`config.mk`:
```
export PLATFORM = sky130hd
export DESIGN_NAME = health_monitor_scheduler
export DESIGN_NICKNAME = d
export VERILOG_FILES = /design/src/rtl/health_monitor_scheduler_pkg.sv /design/src/rtl/health_monitor_scheduler_persistence_filter.sv /design/src/rtl/health_monitor_scheduler.sv
export SDC_FILE = /design/constraint.sdc
export NUM_CORES = 1
export LEC_CHECK = 0
export CAP_MARGIN = 20
export CELL_PAD_IN_SITES_DETAIL_PLACEMENT = 0
export CELL_PAD_IN_SITES_GLOBAL_PLACEMENT = 1
export CORE_UTILIZATION = 45
export DETAILED_ROUTE_END_ITERATION = 12
export PLACE_DENSITY_LB_ADDON = 0.3
export SLEW_MARGIN = 20
export SYNTH_ARGS = -nofsm -noshare
export SYNTH_HDL_FRONTEND = slang
export SYNTH_SLANG_ARGS = --single-unit
```
`constraint.sdc`:
```
create_clock -name clk -period 2.3 [get_ports clk]
set_clock_uncertainty 0.1 [all_clocks]
set_input_delay 0.46 -clock clk [delete_from_list [all_inputs] [get_ports clk]]
set_output_delay 0.46 -clock clk [all_outputs]
set_load 0.05 [all_outputs]
```
`src/rtl/health_monitor_scheduler_pkg.sv`:
```
// healthcare_pkg: shared definitions for the health monitor scheduler.
//   - channel index constants (sensorSel encoding)
//   - scheduler FSM state type
//   - alarm priority order and the alarmCode encoder
package healthcare_pkg;

  localparam int unsigned NUM_CH = 5;

  localparam logic [2:0] CH_PRESSURE = 3'd0;
  localparam logic [2:0] CH_BLOOD    = 3'd1;
  localparam logic [2:0] CH_TEMP     = 3'd2;
  localparam logic [2:0] CH_FALL     = 3'd3;
  localparam logic [2:0] CH_GLYCEMIC = 3'd4;

  localparam logic [2:0] ALARM_NONE  = 3'd7;

  typedef enum logic [1:0] {
    ST_IDLE,
    ST_SCAN,
    ST_GAP
  } state_e;

  // Highest priority first.
  localparam logic [2:0] ALARM_PRIO [NUM_CH] = '{CH_FALL, CH_PRESSURE, CH_TEMP, CH_BLOOD, CH_GLYCEMIC};

  // Walk from lowest to highest priority so the highest set channel wins.
  function automatic logic [2:0] alarm_code(input logic [NUM_CH-1:0] vec);
    logic [2:0] code;
    code = ALARM_NONE;
    for (int unsigned i = NUM_CH; i > 0; i--) begin
      if (vec[ALARM_PRIO[i-1]]) code = ALARM_PRIO[i-1];
    end
    return code;
  endfunction

endpackage

```
`src/rtl/health_monitor_scheduler_persistence_filter.sv`:
```
// persistence_filter: per-channel glitch filter and latched alarm.
//   clk, rst_n       clock, async active-low reset
//   sample_valid_i   a transfer for this channel happens this cycle
//   abnormal_i       channel abnormal condition (meaningful with sample_valid_i)
//   ack_i            alarm acknowledge
//   alarm_o          latched alarm bit
// The counter saturates at PERSIST; an abnormal sample reaching PERSIST sets
// the alarm, which an ack clears only once the counter has dropped below it.
module persistence_filter #(
  parameter int unsigned PERSIST = 3
) (
  input  logic clk,
  input  logic rst_n,
  input  logic sample_valid_i,
  input  logic abnormal_i,
  input  logic ack_i,
  output logic alarm_o
);

  localparam logic [2:0] LIMIT = 3'(PERSIST);

  logic [2:0] cnt_q, cnt_d;
  logic       alarm_q, alarm_d;
  logic       set;

  always_comb begin
    cnt_d = cnt_q;
    if (sample_valid_i) begin
      if (!abnormal_i)         cnt_d = '0;
      else if (cnt_q < LIMIT)  cnt_d = cnt_q + 3'd1;
    end

    set     = sample_valid_i && abnormal_i && (cnt_d == LIMIT);
    alarm_d = alarm_q;
    if (set)                           alarm_d = 1'b1;
    else if (ack_i && (cnt_q < LIMIT)) alarm_d = 1'b0;
  end

  always_ff @(posedge clk or negedge rst_n) begin
    if (!rst_n) begin
      cnt_q   <= '0;
      alarm_q <= 1'b0;
    end else begin
      cnt_q   <= cnt_d;
      alarm_q <= alarm_d;
    end
  end

  assign alarm_o = alarm_q;

endmodule

```
`src/rtl/health_monitor_scheduler.sv`:
```
// health_monitor_scheduler: round-robin scan of the five phase-1 health
// detectors over the sensorReq/sensorAck handshake, with per-channel
// persistence filtering, latched alarms and request timeout faults.
//   clk, rst_n                 clock, async active-low reset
//   enable                     run scanning
//   sensorReq/sensorSel        request and channel index (0..4)
//   sensorAck                  detector inputs valid; transfer = req && ack
//   *Abnormality, fallDetected detector flags, glycemicIndex 4-bit value
//   alarmAck                   single-cycle alarm acknowledge
//   alarmVector/alarmActive    latched alarms and their OR
//   alarmCode                  highest-priority alarm channel, 7 when none
//   sensorFault                per-channel timeout flags
//   glycemicLatched            last transferred glycemic index
//   scanDone                   one-cycle pulse at end of a round
module health_monitor_scheduler
  import healthcare_pkg::*;
#(
  parameter int unsigned PERSIST    = 3,
  parameter int unsigned GAP_CYCLES = 16,
  parameter int unsigned TIMEOUT    = 8,
  parameter int unsigned GI_HIGH    = 10
) (
  input  logic       clk,
  input  logic       rst_n,
  input  logic       enable,
  output logic       sensorReq,
  output logic [2:0] sensorSel,
  input  logic       sensorAck,
  input  logic       presureAbnormality,
  input  logic       bloodAbnormality,
  input  logic       lowTempAbnormality,
  input  logic       highTempAbnormality,
  input  logic       fallDetected,
  input  logic [3:0] glycemicIndex,
  input  logic       alarmAck,
  output logic [4:0] alarmVector,
  output logic       alarmActive,
  output logic [2:0] alarmCode,
  output logic [4:0] sensorFault,
  output logic [3:0] glycemicLatched,
  output logic       scanDone
);

  localparam logic [15:0] TMO_LAST = 16'(TIMEOUT - 1);
  localparam logic [15:0] GAP_LAST = 16'(GAP_CYCLES - 1);
  localparam logic [3:0]  GI_LIM   = 4'(GI_HIGH);

  state_e      state_q, state_d;
  logic        req_q, req_d;
  logic [2:0]  sel_q, sel_d;
  logic        done_q, done_d;
  logic [15:0] wait_q, wait_d;
  logic [15:0] gap_q, gap_d;
  logic [4:0]  fault_q, fault_d;
  logic [3:0]  gi_q, gi_d;

  logic        xfer, tmo, complete;
  logic [4:0]  hit;
  logic [4:0]  abn;
  logic [4:0]  alarm_vec;

  assign xfer     = req_q && sensorAck;
  assign tmo      = req_q && !sensorAck && (wait_q == TMO_LAST);
  assign complete = xfer || tmo;
  assign hit      = 5'b00001 << sel_q;

  assign abn[CH_PRESSURE] = presureAbnormality;
  assign abn[CH_BLOOD]    = bloodAbnormality;
  assign abn[CH_TEMP]     = lowTempAbnormality | highTempAbnormality;
  assign abn[CH_FALL]     = fallDetected;
  assign abn[CH_GLYCEMIC] = (glycemicIndex >= GI_LIM);

  // sensorReq is registered alongside the state, so it is high exactly
  // during SCAN and stays high across channel changes within a round.
  always_comb begin
    state_d = state_q;
    req_d   = 1'b0;
    sel_d   = sel_q;
    done_d  = 1'b0;
    wait_d  = wait_q;
    gap_d   = gap_q;

    case (state_q)
      ST_IDLE: begin
        sel_d  = '0;
        wait_d = '0;
        gap_d  = '0;
        if (enable) begin
          state_d = ST_SCAN;
          req_d   = 1'b1;
        end
      end
      ST_SCAN: begin
        req_d = 1'b1;
        if (complete) begin
          wait_d = '0;
          if (sel_q == CH_GLYCEMIC) begin
            done_d  = 1'b1;
            state_d = ST_GAP;
            req_d   = 1'b0;
            sel_d   = '0;
            gap_d   = '0;
          end else if (enable) begin
            sel_d = sel_q + 3'd1;
          end else begin
            state_d = ST_IDLE;
            req_d   = 1'b0;
            sel_d   = '0;
          end
        end else if (req_q) begin
          wait_d = wait_q + 16'd1;
        end
      end
      ST_GAP: begin
        if (!enable) begin
          state_d = ST_IDLE;
        end else if (gap_q == GAP_LAST) begin
          state_d = ST_SCAN;
          req_d   = 1'b1;
          gap_d   = '0;
        end else begin
          gap_d = gap_q + 16'd1;
        end
      end
      default: state_d = ST_IDLE;
    endcase
  end

  always_comb begin
    fault_d = (fault_q & ~(hit & {5{xfer}})) | (hit & {5{tmo}});
    gi_d    = gi_q;
    if (xfer && (sel_q == CH_GLYCEMIC)) gi_d = glycemicIndex;
  end

  always_ff @(posedge clk or negedge rst_n) begin
    if (!rst_n) begin
      state_q <= ST_IDLE;
      req_q   <= 1'b0;
      sel_q   <= '0;
      done_q  <= 1'b0;
      wait_q  <= '0;
      gap_q   <= '0;
      fault_q <= '0;
      gi_q    <= '0;
    end else begin
      state_q <= state_d;
      req_q   <= req_d;
      sel_q   <= sel_d;
      done_q  <= done_d;
      wait_q  <= wait_d;
      gap_q   <= gap_d;
      fault_q <= fault_d;
      gi_q    <= gi_d;
    end
  end

  for (genvar g = 0; g < 5; g++) begin : g_filt
    persistence_filter #(
      .PERSIST(PERSIST)
    ) u_filt (
      .clk            (clk),
      .rst_n          (rst_n),
      .sample_valid_i (xfer && hit[g]),
      .abnormal_i     (abn[g]),
      .ack_i          (alarmAck),
      .alarm_o        (alarm_vec[g])
    );
  end

  assign sensorReq       = req_q;
  assign sensorSel       = sel_q;
  assign scanDone        = done_q;
  assign sensorFault     = fault_q;
  assign glycemicLatched = gi_q;
  assign alarmVector     = alarm_vec;
  assign alarmActive     = |alarm_vec;
  assign alarmCode       = alarm_code(alarm_vec);

endmodule

```
# Word level (Yosys, flattened, before mapping)

Index checks and enable logic that the tools add are counted.

Output and inout bits: 23
Bits of input ports: 14
Logic and storage cells: 153
Flip-flop bits (word level): 68

Add/subtract/negate cells: 8
Bitwise operators: 6
Reduce and logical (&&, ||, !) cells: 39
Order comparisons: 6
Multiplexer cells: 58
Shifts and indexed selects: 1
Equality and inequality tests: 17

Operators by type and width:

| cell                                                        | count |
|---|---|
| two-way mux 16 bit                                          | 6 |
| two-way mux 3 bit                                           | 22 |
| one-hot mux 16 bit (3 select lines)                         | 1 |
| adder 16 x 1 -> 16 bit (second input constant)              | 2 |
| one-hot mux 16 bit (2 select lines)                         | 1 |
| logical AND 1 bit                                           | 24 |
| adder 3 x 1 -> 3 bit (second input constant)                | 6 |
| two-way mux 1 bit                                           | 18 |
| == test 16 x 3 -> 1 bit (second input constant)             | 1 |
| == test 16 x 4 -> 1 bit (second input constant)             | 1 |
| AND 5 bit                                                   | 3 |
| == test 3 x 2 -> 1 bit (second input constant)              | 5 |
| less-than comparator 3 x 2 -> 1 bit (second input constant) | 5 |
| two-way mux 2 bit                                           | 7 |
| nonzero test 2 bit                                          | 6 |
| inequality test 3 bit (second input constant)               | 3 |
| inequality test 2 bit (second input constant)               | 4 |
| AND reduction 4 bit                                         | 2 |
| one-hot mux 2 bit (3 select lines)                          | 1 |
| one-hot mux 3 bit (2 select lines)                          | 1 |
| inverter 5 bit                                              | 1 |
| OR 5 bit                                                    | 1 |
| OR reduction 5 bit                                          | 1 |
| << shifter 1 x 3 -> 5 bit (first input constant)            | 1 |
| other kinds (11)                                            | 12 |

# Depth between registers and ports, before layout

Word-level depth: 7
Depth in mapped cells: 7
Gate-level depth less buffers: 6

# Hierarchy

From an unflattened synthesis, not the netlist that was laid out.

Cells, all modules: 377
Area, all modules: 3764.9 um^2

Modules (own cells, without submodules):

| module                                    | area each (um^2) | times used | cells each | sequential area each (um^2) |
|---|---|---|---|---|
| health_monitor_scheduler                  | 2723.9           | 1          | 274        | 1201.2 |
| persistence_filter (g_filt[1].u_filt ...) | 216.5            | 4          | 22         | 100.1 |
| persistence_filter (g_filt[0].u_filt)     | 175.2            | 1          | 15         | 100.1 |

# Worst setup path before layout

No wires, ideal clock.

Path type: flip-flop to output port
Start point: register g_filt[0].u_filt.alarm_q
End point: output port alarmActive
Cell stages (with the launch flop): 3
Buffers on the path: 0
Slack: -1.054 ns
Data arrival time: 2.794 ns
Data required time: 1.740 ns
Cell sequence: dfrtp_1 > nor4_1 > nand2b_1

Longest elaborated chain between the ends: 1

Ends and longest elaborated chain:

| item                     | RTL line                                          | text |
|---|---|---|
| start: declaration       | health_monitor_scheduler_persistence_filter.sv:23 | `logic alarm_q, alarm_d;` |
| start signal: assignment | health_monitor_scheduler_persistence_filter.sv:45 | `alarm_q <= alarm_d;` |
| OR reduction 5 bit       | health_monitor_scheduler.sv:176                   | `assign alarmActive = \|alarm_vec;` |
| end: declaration         | health_monitor_scheduler.sv:37                    | `output logic alarmActive,` |

No other way between the ends.

# Worst setup path in the final report

Start point: register g_filt[2].u_filt.alarm_q
End point: output port alarmVector[2]

RTL lines:

| item                     | RTL line                                          | text |
|---|---|---|
| start: declaration       | health_monitor_scheduler_persistence_filter.sv:23 |  |
| start signal: assignment | health_monitor_scheduler_persistence_filter.sv:45 |  |
| end: declaration         | health_monitor_scheduler.sv:36                    | `output logic [4:0] alarmVector,` |

No word-level cell between the ends.

==> impl_metrics.ini <==
[flow_run]
drv_cap = 0

[yosys]
syn-instance-count = 413
ys_ff_latch = 68
synth_compound_area_share_pct = 19.5
syn_area_mm2 = 0.00389
synthXorXnorAreaFrac_pct = 1.13
synth_area_leaders = dfrtp_1 (44%), nand2_1 (4.6%), ha_1 (3.9%)
synthSimpleGateAreaFrac_pct = 26.8
synth_mux_area_share_pct = 0.258
yosys.cell_types.count = 62
ys_dominant_reg_cell = dfrtp_1
yosys.area.top_type = dfrtp_1
synth.avg_cell_area_um2 = 9.41
synth_nets = 439
synthAdderAreaFrac_pct = 3.86
synth_top_family_by_area = simple AND/OR/NAND/NOR gates
yosysWarningCount = 0
ys_seq_area_share_pct = 43.8
postSynth.asyncResetShare_pct = 100
synth_top_area_share_pct = 43.8
synth_edf_count = 0

[detailed_routing]
drc = 0
wl_um = 8920
via_count = 3418
post_drt_wl_per_cell_um = 15.3
via_per_inst = 5.85
ant_nets = 0
drt_iter0_drc = 125
first_pass_iters = 4

[sta]
worst_pin_slew_ns = 0.583
grt_setup_unrepaired = false
fin_crit_ns = 2.24
setup_tns_ns = 0
slew-limit-headroom_pct = 60.6
setup_viol = 0
maxSlewViolCount = 0
fin_crit_sh_pct = 97.6
fmax_ghz = 0.446
hold_viol = 0

[setup_path]
worstPathRequired_ns = 1.74
worstPathArrival_ns = 1.68
r2r_setup_slack_ns = 0.14
cp_max_fo = 4
cp-endpoint = alarmVector[2]
critPathLaunchType = flip-flop
critPathCaptureType = primary output
critPathKind = flip-flop to primary output
reg2reg_depth = 5
cp-startpoint = g_filt[2].u_filt.alarm_o
r2r-start = wait_q[13]
r2r-end = sensorSel[1]

[worst_hold_path]
hold_depth = 2
hp-class = flip-flop to flip-flop

[status]
status = finished clean

[floorplan]
die_h_um = 94.9
die-width_um = 94.9
core_mm2 = 0.00830
die_area_mm2 = 0.00901
start_util_pct = 46.8
ios = 37
rows = 33

[cts]
clock_latency_ns = 0.34
clkTransAtPathRegs_ns = 0.08
cts_root_buffer = clkbuf_8
cts_buffers = 9
h-tree-depth = 3
clock_sinks = 68
cts_tree = yes
clk_path_buf_depth = 2
cts_setup_buffers = 0

[power]
p_leak_nw = 1.99
power_density_mw_per_mm2 = 737
vdd_drop_max_v = 0.000510
power_mw = 3.52

[global_routing]
grt_max_degree = 32
grt.overflow.total = 0
grt_pass1_vias = 3251
grt_usage_pct = 21.7
antenna_found_initial = 0
grt_pass1_wl_um = 15200

[place]
place_congestion = 0.825
portBuffers = 36
hpwl_um = 6390
dp_cells = 567

[layout]
regArea_mm2 = 0.00170
post_route_cells_drive_above_1_share_pct = 14.8
area_growth_pct = 22.8
layoutNonFillerInstCount = 584
nFillCells = 733
multi_input_area_mm2 = 0.00202
diodes = 0
layout.nets = 500
[placed cells by master (no fill, tap or decap), drive strengths merged, types with 8 or more instances in the layout]
cell type       n
clkdlybuf4s50  30
o21ai          18
ha             12
nor4           12
dfrtp          68
a21oi          18
buf            36
nand2          48
nand4          17
inv            23
nor2           24
or4             9
nand3          20
o211ai         10
clkbuf         10
a32o            8
[how the worst min path moves through the flow]
stage                                  start                         to  slack (ns)
after floorplan                        rst_n   g_filt[0].u_filt.alarm_o        0.06
after global placement                 rst_n  g_filt[0].u_filt.cnt_q[1]        0.35
after detailed placement               rst_n  g_filt[0].u_filt.cnt_q[2]        0.37
after CTS                 glycemicLatched[0]         glycemicLatched[0]        0.39
after global routing      glycemicLatched[0]         glycemicLatched[0]        0.40
final                     glycemicLatched[0]         glycemicLatched[0]        0.38
[critical path, stage by stage, from the launching register on]
cell             delay, ns
dfrtp_1               0.40
buf_4                 0.16
clkdlybuf4s50_1       0.79
[timing repair]
action | in CTS | in global routing
hold buffers | 1 | 0
endpoints found under the hold margin | 10 | 0
gates resized for setup | 2 | 0
endpoints found under the setup margin | 5 | 0
[metal layers]
layer	vias up	GRT usage [%]	share of wire, %
li1	1696	-	-
met1	1647	27.6	48
met2	60	37.0	48
met3	15	2.98	2.7
met4	0	8.59	1.7
met5	-	0	0
[layout make-up]
type / instances / area share [%]
clock buffers: 10 / 2.67
clock inverters: 6 / 1.86
inverters: 24 / 1.89
multi-input cells: 303 / 42.3
flip-flops and latches: 68 / 35.7
well taps: 105 / 2.75
repair buffers: 68 / 12.8
[stage by stage]
stage          worst slack (ns)  instance area, um^2  hold WS, ns  util (%)
2_1_floorplan            0.0938                 3900       0.0644         -
3_3_place_gp             -0.246                 4540        0.348      54.7
3_5_place_dp             -0.277                 4540        0.366      54.7
4_1_cts                  0.0351                 4770        0.389      57.5
5_1_grt                  0.0207                 4770        0.400      57.5
6_report                 0.0562                 4770        0.380      57.5
[state kept, by name (all words and copies together), names as in the netlist, 2 cells and up]
signal / flops
wait_q: 16
sensorFault: 5
glycemicLatched: 4
sensorSel: 3
g_filt.u_filt.alarm_o: 5
gap_q: 16
state_q: 2
g_filt.u_filt.cnt_q: 15
[cells in the mapped netlist (4+ instances only)]
master	instances
nand2_1	48
or3_1	5
nand2b_1	6
nor4_1	10
dfrtp_1	68
o221ai_1	7
o31ai_1	7
xnor2_1	5
and2_1	5
nor2_1	24
ha_1	12
a22o_1	6
o211ai_1	9
a31oi_1	7
nand3b_1	6
a21oi_1	18
and4_1	5
clkbuf_1	5
nand4_1	15
o21ai_0	18
buf_4	5
or4_1	7
inv_1	23
o22a_1	5
a32o_1	8
nand3_1	20
nor3_1	7
buf_2	4
[where the power goes]
group          switching, mW  total [mW]  internal [mW]
clock network          0.476        1.09          0.611
logic                  0.612       0.999          0.387
registers              0.133        1.43           1.30
[kinds of logic (layout without fill, tap and decap cells)]
logic type | after synthesis | in the layout
AND/OR/NAND/NOR | 182 | 182
AO/OA/AOI/OAI | 103 | 103
flip-flops | 68 | 68
buffers and inverters | 42 | 108
adder cells (fa/ha/maj) | 12 | 12
XOR/XNOR | 5 | 5
multiplexers | 1 | 1
Power figures use the tool's default switching activity.
